### src/rtl/riscv_selftest_ctrl_if.sv
// riscv_selftest_ctrl_if
// Connection between the self-test controller and the core under test.
//   core_rst   controller -> core   reset to the core
//   dbg_raddr  controller -> core   debug register-read address
//   pc_in      core -> controller   current core PC
//   dbg_rdata  core -> controller   combinational read data for dbg_raddr
// master: controller side, slave: core side.
interface riscv_selftest_ctrl_if #(
    parameter int XLEN = 32
);
    logic            core_rst;
    logic [4:0]      dbg_raddr;
    logic [XLEN-1:0] pc_in;
    logic [XLEN-1:0] dbg_rdata;

    modport master (
        output core_rst,
        output dbg_raddr,
        input  pc_in,
        input  dbg_rdata
    );

    modport slave (
        input  core_rst,
        input  dbg_raddr,
        output pc_in,
        output dbg_rdata
    );
endinterface

### src/rtl/riscv_selftest_ctrl.sv
// riscv_selftest_ctrl
// Self-test sequencer for the single-cycle RISC-V core. Holds the core in
// reset, releases it after a reset-hold, waits for a PC self-loop (halt) or
// a timeout, then walks the check table through the debug read port.
// Ports:
//   clk, rst                         clock, synchronous active-high reset
//   start                            begin a test (honoured in IDLE/DONE)
//   chk_we/chk_idx/chk_en/chk_reg/chk_val  check-table write port (IDLE/DONE)
//   core                             core-side interface (master)
//   busy, done                       status
//   pass, timed_out                  results, valid while done
//   fail_count, first_fail_idx       mismatch count, lowest failing slot
//   cycle_count                      RUN cycles consumed
//
// state    | meaning
// ---------+-----------------------------------------------------------
// IDLE     | core held in reset, table writable
// RST_HOLD | core held in reset for RST_HOLD_CYCLES more cycles
// RUN      | core running; watching for PC self-loop or timeout
// CHECK    | core parked on its halt loop; one table slot per cycle
// DONE     | results held, core back in reset, table writable
module riscv_selftest_ctrl #(
    parameter int XLEN            = 32,
    parameter int NUM_CHECKS      = 8,
    parameter int RST_HOLD_CYCLES = 2,
    parameter int HALT_STABLE     = 3,
    parameter int TIMEOUT_CYCLES  = 50
) (
    input  logic                                clk,
    input  logic                                rst,
    input  logic                                start,
    input  logic                                chk_we,
    input  logic [$clog2(NUM_CHECKS)-1:0]       chk_idx,
    input  logic                                chk_en,
    input  logic [4:0]                          chk_reg,
    input  logic [XLEN-1:0]                     chk_val,
    riscv_selftest_ctrl_if.master               core,
    output logic                                busy,
    output logic                                done,
    output logic                                pass,
    output logic                                timed_out,
    output logic [$clog2(NUM_CHECKS+1)-1:0]     fail_count,
    output logic [$clog2(NUM_CHECKS)-1:0]       first_fail_idx,
    output logic [$clog2(TIMEOUT_CYCLES+1)-1:0] cycle_count
);
    localparam int IW = $clog2(NUM_CHECKS);
    localparam int FW = $clog2(NUM_CHECKS + 1);
    localparam int CW = $clog2(TIMEOUT_CYCLES + 1);
    localparam int HW = $clog2(HALT_STABLE);
    localparam int RW = $clog2(RST_HOLD_CYCLES + 1);

    localparam logic [IW-1:0] LAST_SLOT = IW'(NUM_CHECKS - 1);
    localparam logic [FW-1:0] FAIL_MAX  = FW'(NUM_CHECKS);
    localparam logic [CW-1:0] TIMEOUT_C = CW'(TIMEOUT_CYCLES);
    localparam logic [HW-1:0] HALT_C    = HW'(HALT_STABLE - 1);
    localparam logic [RW-1:0] HOLD_LOAD = RW'(RST_HOLD_CYCLES - 1);

    typedef enum logic [2:0] {
        S_IDLE,
        S_RST_HOLD,
        S_RUN,
        S_CHECK,
        S_DONE
    } state_t;

    state_t state, state_nxt;

    logic [NUM_CHECKS-1:0] tbl_en;
    logic [4:0]            tbl_reg [NUM_CHECKS];
    logic [XLEN-1:0]       tbl_val [NUM_CHECKS];

    logic [RW-1:0]   hold_cnt;
    logic [HW-1:0]   stable_cnt;
    logic [HW-1:0]   stable_nxt;
    logic            run_first;
    logic [XLEN-1:0] prev_pc;
    logic [IW-1:0]   chk_ptr;
    logic [CW-1:0]   cycle_inc;
    logic            halt_hit;
    logic            timeout_hit;
    logic            slot_fail;
    logic            tbl_wr_ok;
    logic            core_rst_c;
    logic [4:0]      dbg_raddr_c;

    // prev_pc is stale on the first RUN cycle, so that cycle never counts
    // toward the stable-PC run.
    always_comb begin
        stable_nxt = '0;
        if (!run_first && (core.pc_in == prev_pc))
            stable_nxt = (stable_cnt == HALT_C) ? stable_cnt : stable_cnt + 1'b1;
        halt_hit    = (stable_nxt == HALT_C);
        cycle_inc   = (cycle_count == TIMEOUT_C) ? cycle_count : cycle_count + 1'b1;
        timeout_hit = (cycle_inc == TIMEOUT_C);
        slot_fail   = tbl_en[chk_ptr] && (core.dbg_rdata != tbl_val[chk_ptr]);
    end

    always_ff @(posedge clk) begin
        if (rst)
            state <= S_IDLE;
        else
            state <= state_nxt;
    end

    always_comb begin
        state_nxt   = state;
        core_rst_c  = 1'b1;
        dbg_raddr_c = '0;
        busy        = 1'b0;
        done        = 1'b0;
        tbl_wr_ok   = 1'b0;
        case (state)
            S_IDLE: begin
                tbl_wr_ok = 1'b1;
                if (start)
                    state_nxt = S_RST_HOLD;
            end
            S_RST_HOLD: begin
                busy = 1'b1;
                if (hold_cnt == '0)
                    state_nxt = S_RUN;
            end
            S_RUN: begin
                busy       = 1'b1;
                core_rst_c = 1'b0;
                // halt takes priority when both land on the same cycle
                if (halt_hit)
                    state_nxt = S_CHECK;
                else if (timeout_hit)
                    state_nxt = S_DONE;
            end
            S_CHECK: begin
                busy        = 1'b1;
                core_rst_c  = 1'b0;
                dbg_raddr_c = tbl_reg[chk_ptr];
                if (chk_ptr == LAST_SLOT)
                    state_nxt = S_DONE;
            end
            S_DONE: begin
                done      = 1'b1;
                tbl_wr_ok = 1'b1;
                if (start)
                    state_nxt = S_RST_HOLD;
            end
            default: state_nxt = S_IDLE;
        endcase
    end

    always_ff @(posedge clk) begin
        if (rst) begin
            tbl_en <= '0;
            for (int i = 0; i < NUM_CHECKS; i++) begin
                tbl_reg[i] <= '0;
                tbl_val[i] <= '0;
            end
            hold_cnt       <= '0;
            stable_cnt     <= '0;
            run_first      <= 1'b1;
            prev_pc        <= '0;
            chk_ptr        <= '0;
            cycle_count    <= '0;
            fail_count     <= '0;
            first_fail_idx <= '0;
            timed_out      <= 1'b0;
        end else begin
            // a write coinciding with start lands before CHECK reads it
            if (tbl_wr_ok && chk_we) begin
                tbl_en[chk_idx]  <= chk_en;
                tbl_reg[chk_idx] <= chk_reg;
                tbl_val[chk_idx] <= chk_val;
            end
            case (state)
                S_IDLE, S_DONE: begin
                    if (start) begin
                        hold_cnt       <= HOLD_LOAD;
                        cycle_count    <= '0;
                        fail_count     <= '0;
                        first_fail_idx <= '0;
                        timed_out      <= 1'b0;
                    end
                end
                S_RST_HOLD: begin
                    if (hold_cnt != '0)
                        hold_cnt <= hold_cnt - 1'b1;
                    stable_cnt <= '0;
                    run_first  <= 1'b1;
                    chk_ptr    <= '0;
                end
                S_RUN: begin
                    cycle_count <= cycle_inc;
                    prev_pc     <= core.pc_in;
                    run_first   <= 1'b0;
                    stable_cnt  <= stable_nxt;
                    if (!halt_hit && timeout_hit)
                        timed_out <= 1'b1;
                end
                S_CHECK: begin
                    if (slot_fail) begin
                        if (fail_count == '0)
                            first_fail_idx <= chk_ptr;
                        if (fail_count != FAIL_MAX)
                            fail_count <= fail_count + 1'b1;
                    end
                    if (chk_ptr != LAST_SLOT)
                        chk_ptr <= chk_ptr + 1'b1;
                end
                default: ;
            endcase
        end
    end

    assign pass           = done && !timed_out && (fail_count == '0);
    assign core.core_rst  = core_rst_c;
    assign core.dbg_raddr = dbg_raddr_c;
endmodule

### src/flat_wrapper.sv
// flat-port wrapper written by rule: the top's interface ports become plain ports
module riscv_selftest_ctrl_flat 
#(
    parameter int XLEN            = 32,
    parameter int NUM_CHECKS      = 8,
    parameter int RST_HOLD_CYCLES = 2,
    parameter int HALT_STABLE     = 3,
    parameter int TIMEOUT_CYCLES  = 50
)
  (clk, rst, start, chk_we, chk_idx, chk_en, chk_reg, chk_val, busy, done, pass, timed_out, fail_count, first_fail_idx, cycle_count, core_core_rst, core_dbg_raddr, core_pc_in, core_dbg_rdata);
  riscv_selftest_ctrl_if #(.XLEN(XLEN)) core_i ();
  input  logic clk;
  input  logic rst;
  input  logic start;
  input  logic chk_we;
  input  logic [$clog2(NUM_CHECKS)-1:0] chk_idx;
  input  logic chk_en;
  input  logic [4:0] chk_reg;
  input  logic [XLEN-1:0] chk_val;
  output logic busy;
  output logic done;
  output logic pass;
  output logic timed_out;
  output logic [$clog2(NUM_CHECKS+1)-1:0] fail_count;
  output logic [$clog2(NUM_CHECKS)-1:0] first_fail_idx;
  output logic [$clog2(TIMEOUT_CYCLES+1)-1:0] cycle_count;
  output wire logic [$bits(core_i.core_rst)-1:0] core_core_rst;
  output wire logic [$bits(core_i.dbg_raddr)-1:0] core_dbg_raddr;
  input wire logic [$bits(core_i.pc_in)-1:0] core_pc_in;
  input wire logic [$bits(core_i.dbg_rdata)-1:0] core_dbg_rdata;
  assign core_core_rst = core_i.core_rst;
  assign core_dbg_raddr = core_i.dbg_raddr;
  assign core_i.pc_in = core_pc_in;
  assign core_i.dbg_rdata = core_dbg_rdata;
  riscv_selftest_ctrl #(.XLEN(XLEN), .NUM_CHECKS(NUM_CHECKS), .RST_HOLD_CYCLES(RST_HOLD_CYCLES), .HALT_STABLE(HALT_STABLE), .TIMEOUT_CYCLES(TIMEOUT_CYCLES)) u_core (.clk(clk), .rst(rst), .start(start), .chk_we(chk_we), .chk_idx(chk_idx), .chk_en(chk_en), .chk_reg(chk_reg), .chk_val(chk_val), .core(core_i), .busy(busy), .done(done), .pass(pass), .timed_out(timed_out), .fail_count(fail_count), .first_fail_idx(first_fail_idx), .cycle_count(cycle_count));
endmodule
### config.mk
export PLATFORM = sky130hd
export DESIGN_NAME = riscv_selftest_ctrl_flat
export DESIGN_NICKNAME = d
export VERILOG_FILES = /design/src/rtl/riscv_selftest_ctrl_if.sv /design/src/rtl/riscv_selftest_ctrl.sv /design/src/flat_wrapper.sv
export SDC_FILE = /design/constraint.sdc
export NUM_CORES = 1
export LEC_CHECK = 0
export CAP_MARGIN = 20
export CORE_MARGIN = 5
export CORE_UTILIZATION = 50
export DETAILED_ROUTE_END_ITERATION = 10
export HOLD_SLACK_MARGIN = 0.1
export PLACE_DENSITY = 0.75
export SLEW_MARGIN = 25
export SYNTH_ARGS = -nofsm -noshare
export SYNTH_HDL_FRONTEND = slang
export SYNTH_SLANG_ARGS = --single-unit
### constraint.sdc
create_clock -name clk -period 4.4 [get_ports clk]
set_clock_uncertainty 0.15 [all_clocks]
set_input_delay 0.44 -clock clk [delete_from_list [all_inputs] [get_ports clk]]
set_output_delay 0.44 -clock clk [all_outputs]
set_load 0.02 [all_outputs]
== Word-level counts from Yosys, hierarchy flattened ==
Memory sizes are Yosys's and may differ from the RTL's. A register that Yosys moved wholly into a read port is not among the register bits.
Index checks and enable logic that the tools add are counted.
Operators by class
  add/subtract/negate cells: 5
  multiply operators: 0
  divide/modulo/power cells: 0
  magnitude comparators: 3
  equality and inequality tests: 23
  shifts and indexed selects: 0
  multiplexer cells: 54
  bitwise operators: 0
  reduce and logical (&&, ||, !) cells: 31
Operator list (number)
  2-to-1 mux 3 bit: 15
  equality test 32 bit: 1
  2-to-1 mux 32 bit: 1
  inequality test 32 bit: 1
  OR reduction 32 bit: 1
  inequality test 2 x 1 -> 1 bit (second input constant): 9
  2-to-1 mux 1 bit: 15
  equality test 6 bit (second input constant): 2
  2-to-1 mux 4 bit: 3
  2-to-1 mux 6 bit: 2
  one-hot mux 3 bit (2 select lines): 2
  one-hot mux 3 bit (4 select lines): 1
  one-hot mux 6 bit (2 select lines): 1
  AND reduction 4 bit: 3
  nonzero test 2 bit: 6
  2-to-1 mux 5 bit: 2
  bitwise mux 8 bit: 1
  less-than comparator 3 x 4 -> 1 bit (second input constant): 2
  2-to-1 mux 2 bit: 4
  one-hot mux 2 bit (2 select lines): 2
  one-hot mux 4 bit (2 select lines): 1
  logical AND 1 bit: 7
  adder 6 x 1 -> 6 bit (second input constant): 1
  equality test 3 x 2 -> 1 bit (second input constant): 2
  23 further kinds: 31
Storage, ports and cells
  flip-flop bits (word level): 65
  bits in latches: 0
  memory bits (writable): 296
  bits in read-only memories: 0
  input port bits: 109
  output and inout bits: 23
  word-level logic and storage cells: 129
  memories kept: 2
Memories
  u_core.tbl_val: words 8, width 32, read ports 1, clocked after memory_dff 1, write ports 8, line riscv_selftest_ctrl.sv:70  | logic [XLEN-1:0] tbl_val [NUM_CHECKS];
  u_core.tbl_reg: words 8, width 5, read ports 1, clocked after memory_dff 1, write ports 8, line riscv_selftest_ctrl.sv:69  | logic [4:0] tbl_reg [NUM_CHECKS];

== Depth between registers and ports, before layout ==
Gate-level depths: netlist (run 1).
  word-level depth: 9
  mapped depth: 13
  mapped depth without buffers: 11

== Worst setup path after synthesis (run 1) ==
Ideal clock, no wire load.
  path type: reg-to-reg
  start point: reg u_core.state[1]
  end point: mem u_core.tbl_reg[6][0], enable pin
  setup time: 489 ps
  arrival: 3578 ps
  data required time: 3761 ps
  slack: 182 ps
  cell stages (with the launch flop): 4
  buffers on the path: 0
  clock period less this slack: 4218 ps
  cells stage by stage: dfxtp_1 -> nor2_1 -> nand2_1 -> o31ai_1
RTL lines
  start: declaration: line riscv_selftest_ctrl.sv:66  | state_t state, state_nxt;
  start signal: assignment: line riscv_selftest_ctrl.sv:102  | state <= state_nxt;
  end: declaration: line riscv_selftest_ctrl.sv:69

==> results of run 1 <==
## per-stage QoR
stage	std cells	power, mW	hold WS, ns
after floorplan	1375	4.758	0.2919
after CTS	1972	8.181	0.2923
after global placement	1908	5.179	0.3026
after global routing	1972	8.453	0.3351
final	1972	8.145	0.3057
after detailed placement	1908	5.214	0.3084
## power by group through the flow
stage / logic [mW] / registers, mW / clock network (mW)
finish: 1.06 / 4.08 / 3.00
global route: 1.16 / 4.10 / 3.19
detailed placement: 1.06 / 4.15 / 0
floorplan: 0.637 / 4.12 / 0
global placement: 1.04 / 4.14 / 0
CTS: 1.07 / 4.08 / 3.03
## cells by family after synthesis
logic type / count (synthesis)
AOI/OAI and AO/OA: 161
xor gates and xnor gates: 40
adders and majority gates: 8
buffers and inverters: 98
DFF: 364
muxes: 142
and+or+nand+nor: 562
## cells in the mapped netlist (5+ instances only)
cell        n  area share
dfxtp_1    68       0.079
or3_1      19      0.0069
mux4_2     24       0.032
buf_2       6      0.0018
nor2b_1     7      0.0026
a31oi_1     7      0.0026
and2_1    302        0.11
nor4_1      8      0.0029
nor2_1     39      0.0085
o21ai_1     6      0.0018
buf_6      10      0.0066
ha_1        8      0.0058
mux2_2     18       0.012
a22oi_1    19      0.0083
xor2_1     36       0.018
mux2i_1    98       0.057
a21oi_1    57       0.017
nor3_1     10      0.0029
buf_4       5      0.0022
a22o_1     20       0.010
o22ai_1    10      0.0036
and3_1     13      0.0047
o21ai_0    22      0.0064
nand2_1   110       0.024
clkbuf_1   52       0.011
nand3_1    18      0.0053
edfxtp_1  296        0.52
nand4_1    11      0.0040
inv_1      22      0.0048
## worst max-delay path, delay by kind of cell (launching register included)
kind                   cells  cell delay [ns]
AO/OA/AOI/OAI              3             0.50
buffers and inverters      1             0.51
flip-flops                 1             0.74
multiplexers               1             0.38
AND/OR/NAND/NOR            5             1.04
## per-layer routing
metal | wire, µm | vias up
met4 | 814 | 4
li1 | - | 5208
met2 | 21610 | 405
met5 | 25 | -
met3 | 3098 | 66
met1 | 18200 | 5553
## layout make-up
cell class | count | area, µm²
multi-input cells | 913 | 6486
clock inverters | 17 | 130.1
flip-flops and latches | 364 | 10260
inverters | 22 | 82.58
repair buffers | 161 | 1556
clock buffers | 47 | 1006
well taps | 448 | 560.5
fillers | 2658 | 13620
## worst paths after layout
kind,startpoint,to,slack (ns),depth (start not counted)
max,flip-flop,u_core.fail_count[3],0.90,10
min,rst,u_core.run_first,0.31,3
max reg2reg,flip-flop,u_core.fail_count[3],0.90,10
min reg2reg,u_core.prev_pc[17],u_core.prev_pc[17],0.32,2
==> flow_summary.json, run 1 <==
{
  "outcome": "finished, final reports clean",
  "startpoint_type": "flip-flop",
  "p_sw_mw": 2.032,
  "synth_compound_area_frac": 0.05982,
  "synth_top_family_by_area": "simple AND/OR/NAND/NOR gates",
  "use_met2": 0.3814,
  "maxSlewViolCount": 0,
  "synth_nets": 1492,
  "crit_type": "flip-flop to flip-flop",
  "drc": 0,
  "place_ws_ns": 0.9362,
  "diodes": 0,
  "grt_pass1_vias": 11585,
  "relSlewSlack": 0.3446,
  "avgSynthCellArea_um2": 12.47,
  "clock_latency_ns": 0.52,
  "drv_cap": 0,
  "timing.final.ws_setup_ns": 0.9007,
  "final_cell_mix": "and2_1, edfxtp_1, clkdlybuf4s50_1, nand2_1, mux2i_1",
  "setup_viol": 0,
  "core_area_um2": 33700,
  "drtIter0Drc": 988,
  "arrival_ns": 3.77,
  "power-per-cell-area_nw_per_um2": 405.6,
  "largest_register_ffs": 256,
  "synth_area_um2": 17150,
  "pwr-share-comb": 0.131,
  "cts_setup_buffers": 0,
  "routabilityCongestion": 0.8593,
  "p_leak_nw": 7.190,
  "p_sw_frac": 0.2495,
  "num_vias": 11236,
  "synth_ff_type": "edfxtp_1",
  "htree_levels": 2,
  "grt-ovfl-total": 0,
  "die_area_um2": 38110,
  "dpl-instance-area_um2": 18940,
  "finalSetupTns_ns": 0,
  "hold_viol": 0,
  "grt_pass1_wl_mm": 66.79,
  "intPower_mw": 6.113,
  "min_period_over_period": 0.7953,
  "worstPathCellList": "buf_4, mux2_2, o22ai_1, or3_1, nand4_1, nor4_4, nand4_4, nand2_2, o21ai_2, a311oi_2",
  "clockBufferDepth": 3,
  "vdd_drop_max_uv": 281.3,
  "via_per_inst": 5.698,
  "pwr-share-seq": 0.501,
  "initial_utilization": 0.5089,
  "yosys.area_share.simple": 0.1871,
  "worstMarginPinSlew_ns": 0.9795,
  "die_h_um": 195.2,
  "synth-seq-cells": 364,
  "grt_use_total": 0.2241,
  "async_flop_share": 0,
  "synth_cell_types": 59,
  "numCtsBuffers": 38,
  "max_stage_delay_ns": 0.74,
  "die_w_um": 195.2,
  "rsz0062_at_grt": "false",
  "design_area_um2": 20080,
  "io_pins": 132,
  "met3_usage": 0.03912,
  "drive_gt1_frac": 0.1004,
  "cts_root_buffer": "clkbuf_16",
  "utilization": 0.5958,
  "wirelength_mm": 43.76,
  "busiest_layer": "met2",
  "holdBufCountCts": 0,
  "first_pass_iters": 5,
  "nNetsFinal": 1617,
  "crit_required_ns": 4.67,
  "yosysWarnings": 0,
  "syn_inst": 1375,
  "cp_slowest_cell": "dfxtp_4",
  "drtAntennaViolNets": 0,
  "clock.fmax_ghz": 0.2858,
  "end_kind": "flip-flop",
  "synth-adder-area-share": 0.005836,
  "syn2layout_area_growth_pct": 17.07,
  "clock_sinks": 364,
  "synth-edff-count": 296,
  "finalCriticalPeriod_ns": 3.499,
  "hpwl_mm": 26.00,
  "synth_seq_area_share": 0.5976,
  "numPortBuffers": 131,
  "grt_max_degree": 57,
  "holdCritPathClass": "primary input to flip-flop",
  "antenna_found_initial": 2,
  "routedWlPerCell_um": 22.19,
  "synthXorXnorAreaFrac": 0.02043,
  "num_rows": 67,
  "cts-resized-gates": 0,
  "worst-path-max-fanout": 37,
  "mostFrequentLayoutCell": "and2_1",
  "clk_pin_slew_ns": 0.06,
  "cts_tree": "done",
  "synthMuxAreaShare": 0.1018,
  "grt_util_met1": 0.3045,
  "clkPwrFrac": 0.368
}
Note: power is estimated with default switching activity, not from simulation.
==> inputs of run 2 (changes only) <==
Clock period 4.4 ns to 3.1 ns, I/O delays scaled along.
==> flow_summary.json, run 2 (synthesized netlist as in run 1, its figures left out) <==
{
  "dp_cells": 1938,
  "syn2layout_area_growth_pct": 21.15,
  "hold_viol": 0,
  "via_per_inst": 5.681,
  "num_vias": 11464,
  "largest_register_ffs": 256,
  "fin_cells": 2018,
  "vdd_drop_max_uv": 362.6,
  "drive_gt1_frac": 0.1293,
  "drc": 0,
  "drtIter0Drc": 939,
  "utilization": 0.6166,
  "rsz0062_at_grt": "true",
  "nFillCells": 2579,
  "io_pins": 132,
  "die_area_um2": 38110,
  "maxSlewViolCount": 0,
  "grt_pass1_vias": 11951,
  "final_cell_mix": "and2_1, edfxtp_1, clkdlybuf4s50_1, nand2_1, mux2i_1",
  "clock.fmax_ghz": 0.3325,
  "clock_latency_ns": 0.53,
  "antenna_found_initial": 4,
  "clock_sinks": 364,
  "end_kind": "flip-flop",
  "relSlewSlack": 0.4946,
  "clk_pin_slew_ns": 0.06,
  "crit_type": "flip-flop to flip-flop",
  "timing.final.ws_setup_ns": 0.09207,
  "grt_pass1_wl_mm": 67.18,
  "grt_use_total": 0.2251,
  "diodes": 0,
  "routabilityCongestion": 0.8260,
  "worstMarginPinSlew_ns": 0.7580,
  "htree_levels": 2,
  "p_leak_nw": 7.559,
  "routedWlPerCell_um": 21.75,
  "worst-path-max-fanout": 6,
  "finalCriticalPeriod_ns": 3.008,
  "num_rows": 67,
  "min_period_over_period": 0.9703,
  "drtAntennaViolNets": 0,
  "die_w_um": 195.2,
  "numPortBuffers": 131,
  "holdCritPathClass": "primary input to flip-flop",
  "mostFrequentLayoutCell": "and2_1",
  "hpwl_mm": 26.46,
  "power-per-cell-area_nw_per_um2": 581.1,
  "total_power_mw": 12.07,
  "wirelength_mm": 43.90,
  "setup_viol": 0,
  "place_ws_ns": -0.08239,
  "arrival_ns": 3.29,
  "die_h_um": 195.2,
  "grt_max_degree": 57,
  "drv_cap": 0,
  "nNetsFinal": 1657,
  "first_pass_iters": 5,
  "outcome": "finished, final reports clean",
  "crit_required_ns": 3.38,
  "core_area_um2": 33700,
  "grt-ovfl-total": 0,
  "clockBufferDepth": 3,
  "numCtsBuffers": 39,
  "finalSetupTns_ns": 0,
  "cts_tree": "done",
  "min_from": "rst",
  "initial_utilization": 0.5089,
  "rrSetupSlack_ns": 0.09,
  "cts_root_buffer": "clkbuf_16",
  "startpoint_type": "flip-flop"
}
[run 2: path summary, 6_finish.rpt]
check | endpoint | depth (start not counted)
max | u_core.fail_count[3] | 10
min | u_core.run_first | 3
max reg2reg | u_core.fail_count[3] | 10
min reg2reg | u_core.stable_cnt[0] | 2
[run 2: cell type report]
type,instances,area (µm²),area share
flip-flops and latches,364,10260,0.4937
clock buffers,48,1031,0.04962
multi-input cells,913,6501,0.3129
clock inverters,23,256.5,0.01234
inverters,22,82.58,0.003974
well taps,448,560.5,0.02698
repair buffers,200,2088,0.1005
[run 2: what timing repair did]
action / in CTS / in global routing
endpoints found under the hold margin: 0 / 0
buffers inserted: 3 / 6
endpoints found under the setup margin: 5 / 7
cloned: 0 / 0
pin swaps: 0 / 4
resized for setup: 6 / 4
hold buffers: 0 / 0
[run 2: stage by stage]
step	area (µm²)	hold WS [ns]
2_1_floorplan	17160	0.2919
3_3_place_gp	19380	0.3031
3_5_place_dp	19380	0.3067
4_1_cts	20710	0.1417
5_1_grt	20780	0.1868
6_report	20780	0.1569
[run 2: critical path, stage by stage, from the launching register on]
cell and delay [ns]:
dfxtp_4 0.39, buf_12 0.14, mux4_2 0.50, mux2i_1 0.18, xor2_1 0.21, nand3_1 0.24
nor4_4 0.39, nand4_4 0.23, nand2_4 0.14, o21ai_2 0.06, a311oi_2 0.26
[run 2: where the power goes]
part	switching (mW)	internal (mW)
sequential	0.156	5.64
combinational	0.945	0.646
clock	1.90	2.79
total	3.00	9.08
[run 2: per-layer routing]
metal / part of all wire / up-vias / global-route usage
met2: 0.49 / 453 / 0.3793
met1: 0.41 / 5641 / 0.3047
met3: 0.079 / 70 / 0.04480
met4: 0.017 / 6 / 0.05146
met5: 0.0011 / - / 0
li1: - / 5294 / -
==> inputs of run 3 (changes only) <==
==> constraint.sdc (replaced) <==
create_clock -name clk -period 3.1 [get_ports clk]
set_clock_uncertainty 0.15 [all_clocks]
set_input_delay 0.62 -clock clk [delete_from_list [all_inputs] [get_ports clk]]
set_output_delay 0.62 -clock clk [all_outputs]
set_load 0.02 [all_outputs]
==> flow_summary.json, run 3 (synthesized netlist as in run 1, its figures left out) <==
{
  "outcome": "finished, final reports clean",
  "startpoint_type": "flip-flop",
  "drtIter0Drc": 856,
  "p_sw_mw": 2.940,
  "mostFrequentLayoutCell": "and2_1",
  "via_per_inst": 5.690,
  "critPathBufInv": 4,
  "clockBufferDepth": 3,
  "drive_gt1_frac": 0.1384,
  "die_w_um": 195.2,
  "initial_utilization": 0.5089,
  "worstMarginPinSlew_ns": 0.6920,
  "holdBufCountCts": 0,
  "clock_sinks": 364,
  "core_area_um2": 33700,
  "max_stage_delay_ns": 0.43,
  "drc": 0,
  "io_pins": 132,
  "worstPathCellList": "buf_6, buf_4, buf_4, mux4_2, mux2i_2, nor2_1, dlygate4sd2_1",
  "num_rows": 67,
  "regArea_um2": 10260,
  "end_kind": "output port",
  "first_pass_iters": 5,
  "cts_root_buffer": "clkbuf_16",
  "fin_cells": 2024,
  "cp_slowest_cell": "dfxtp_4",
  "drtAntennaViolNets": 0,
  "die_h_um": 195.2,
  "grt_pass1_wl_mm": 67.10,
  "wirelength_mm": 43.81,
  "multiInputGateArea_um2": 6531,
  "p_sw_frac": 0.2503,
  "maxSlewViolCount": 0,
  "timing.final.ws_setup_ns": 0.07708,
  "relSlewSlack": 0.5387,
  "routedWlPerCell_um": 21.64,
  "htree_levels": 2,
  "finalSetupTns_ns": 0,
  "crit_required_ns": 2.33,
  "pwr-share-seq": 0.494,
  "min_period_over_period": 0.9751,
  "pwr-share-comb": 0.137,
  "drv_cap": 0,
  "die_area_um2": 38110,
  "rsz0062_at_grt": "true",
  "power-per-cell-area_nw_per_um2": 564.0,
  "nFillCells": 2568,
  "dp_cells": 1941,
  "syn2layout_area_growth_pct": 21.45,
  "numCtsBuffers": 38,
  "grt_use_total": 0.2248,
  "final_cell_mix": "and2_1, edfxtp_1, clkdlybuf4s50_1, nand2_1, mux2i_1",
  "grt_max_degree": 52,
  "cp_top_family": "buffers and inverters",
  "clock_latency_ns": 0.52,
  "numPortBuffers": 131,
  "finalCriticalPeriod_ns": 3.023,
  "hold_viol": 0,
  "arrival_ns": 2.25,
  "worst-path-max-fanout": 6,
  "clkPwrFrac": 0.370,
  "clk_pin_slew_ns": 0.06,
  "nNetsFinal": 1665,
  "crit_type": "flip-flop to output port",
  "cts_tree": "done",
  "vdd_drop_max_uv": 455.6,
  "place_ws_ns": -0.3438,
  "crit_top_cell": "buf_4",
  "num_vias": 11517,
  "largest_register_ffs": 256,
  "antenna_found_initial": 3,
  "grt_pass1_vias": 11874,
  "p_leak_nw": 7.595,
  "clock.fmax_ghz": 0.3308,
  "setup_viol": 0,
  "routabilityCongestion": 0.8365,
  "intPower_mw": 8.808,
  "holdCritPathClass": "primary input to flip-flop",
  "grt-ovfl-total": 0,
  "hpwl_mm": 26.68
}
## run 3: changes by cell type in the layout (fill, tap and decap cells not counted), sizes merged
cell	previous run	this run
bufinv	5	2
clkbuf	48	47
diode	0	1
buf	70	78
clkdlybuf4s50	126	125
clkinvlp	1	0
clkinv	16	19
## run 3: final timing paths
check,start,slack (ns),endpoint,depth (start not counted)
max,flip-flop,0.08,core_dbg_raddr[0],7
min,rst,0.24,u_core.hold_cnt[0],2
min reg2reg,u_core.prev_pc[14],0.31,u_core.prev_pc[14],2
max reg2reg,flip-flop,0.08,u_core.first_fail_idx[2],10
## run 3: per-layer routing
metal	vias up	routed length (µm)	part of all wire	GRT usage
li1	5307	-	-	-
met1	5694	17770	0.41	0.2974
met2	436	21690	0.50	0.3866
met3	74	3304	0.075	0.04412
met4	6	999	0.023	0.05198
met5	-	42	0.00096	0
## run 3: through the flow
| stage | power (mW) | hold WS, ns | utilization | area [µm²] |
|---|---|---|---|---|
| 6_report | 11.75 | 0.2395 | 0.6181 | 20830 |
| 5_1_grt | 12.20 | 0.2282 | 0.6181 | 20830 |
| 4_1_cts | 11.77 | 0.2201 | 0.6117 | 20610 |
| 3_5_place_dp | 7.458 | 0.3089 | 0.5762 | 19420 |
| 3_3_place_gp | 7.405 | 0.3041 | 0.5762 | 19420 |
| 2_1_floorplan | 6.753 | 0.2919 | - | 17160 |
## run 3: cell type report
type                    instances  area share
diodes                          1   0.0001201
clock inverters                22    0.007328
well taps                     448     0.02691
clock buffers                  45     0.04895
inverters                      22    0.003964
repair buffers                209      0.1066
multi-input cells             913      0.3135
flip-flops and latches        364      0.4926
## run 3: what timing repair did
item | CTS | global route
gates cloned | 0 | 1
pin swaps | 0 | 10
endpoints found under the hold margin | 0 | 0
gates resized for setup | 12 | 22
setup buffers | 0 | 14
setup endpoints to repair | 10 | 11
## run 3: power groups by stage
| stage | Combinational [mW] | Sequential (mW) | Clock [mW] |
|---|---|---|---|
| 3_3_place_gp | 1.53 | 5.87 | 0 |
| 3_5_place_dp | 1.57 | 5.89 | 0 |
| 6_report | 1.61 | 5.80 | 4.34 |
| 2_1_floorplan | 0.906 | 5.85 | 0 |
| 5_1_grt | 1.75 | 5.83 | 4.62 |
| 4_1_cts | 1.58 | 5.79 | 4.39 |
## run 3: worst reg2reg max path, cell delays in order, from the launching register on
cell	delay (ns)
dfxtp_4	0.43
buf_4	0.20
mux4_2	0.50
mux2i_1	0.17
xor2_1	0.29
nand2_1	0.15
nor4_4	0.33
nand4_4	0.23
nand3_4	0.15
mux2i_1	0.21
nor2_1	0.06
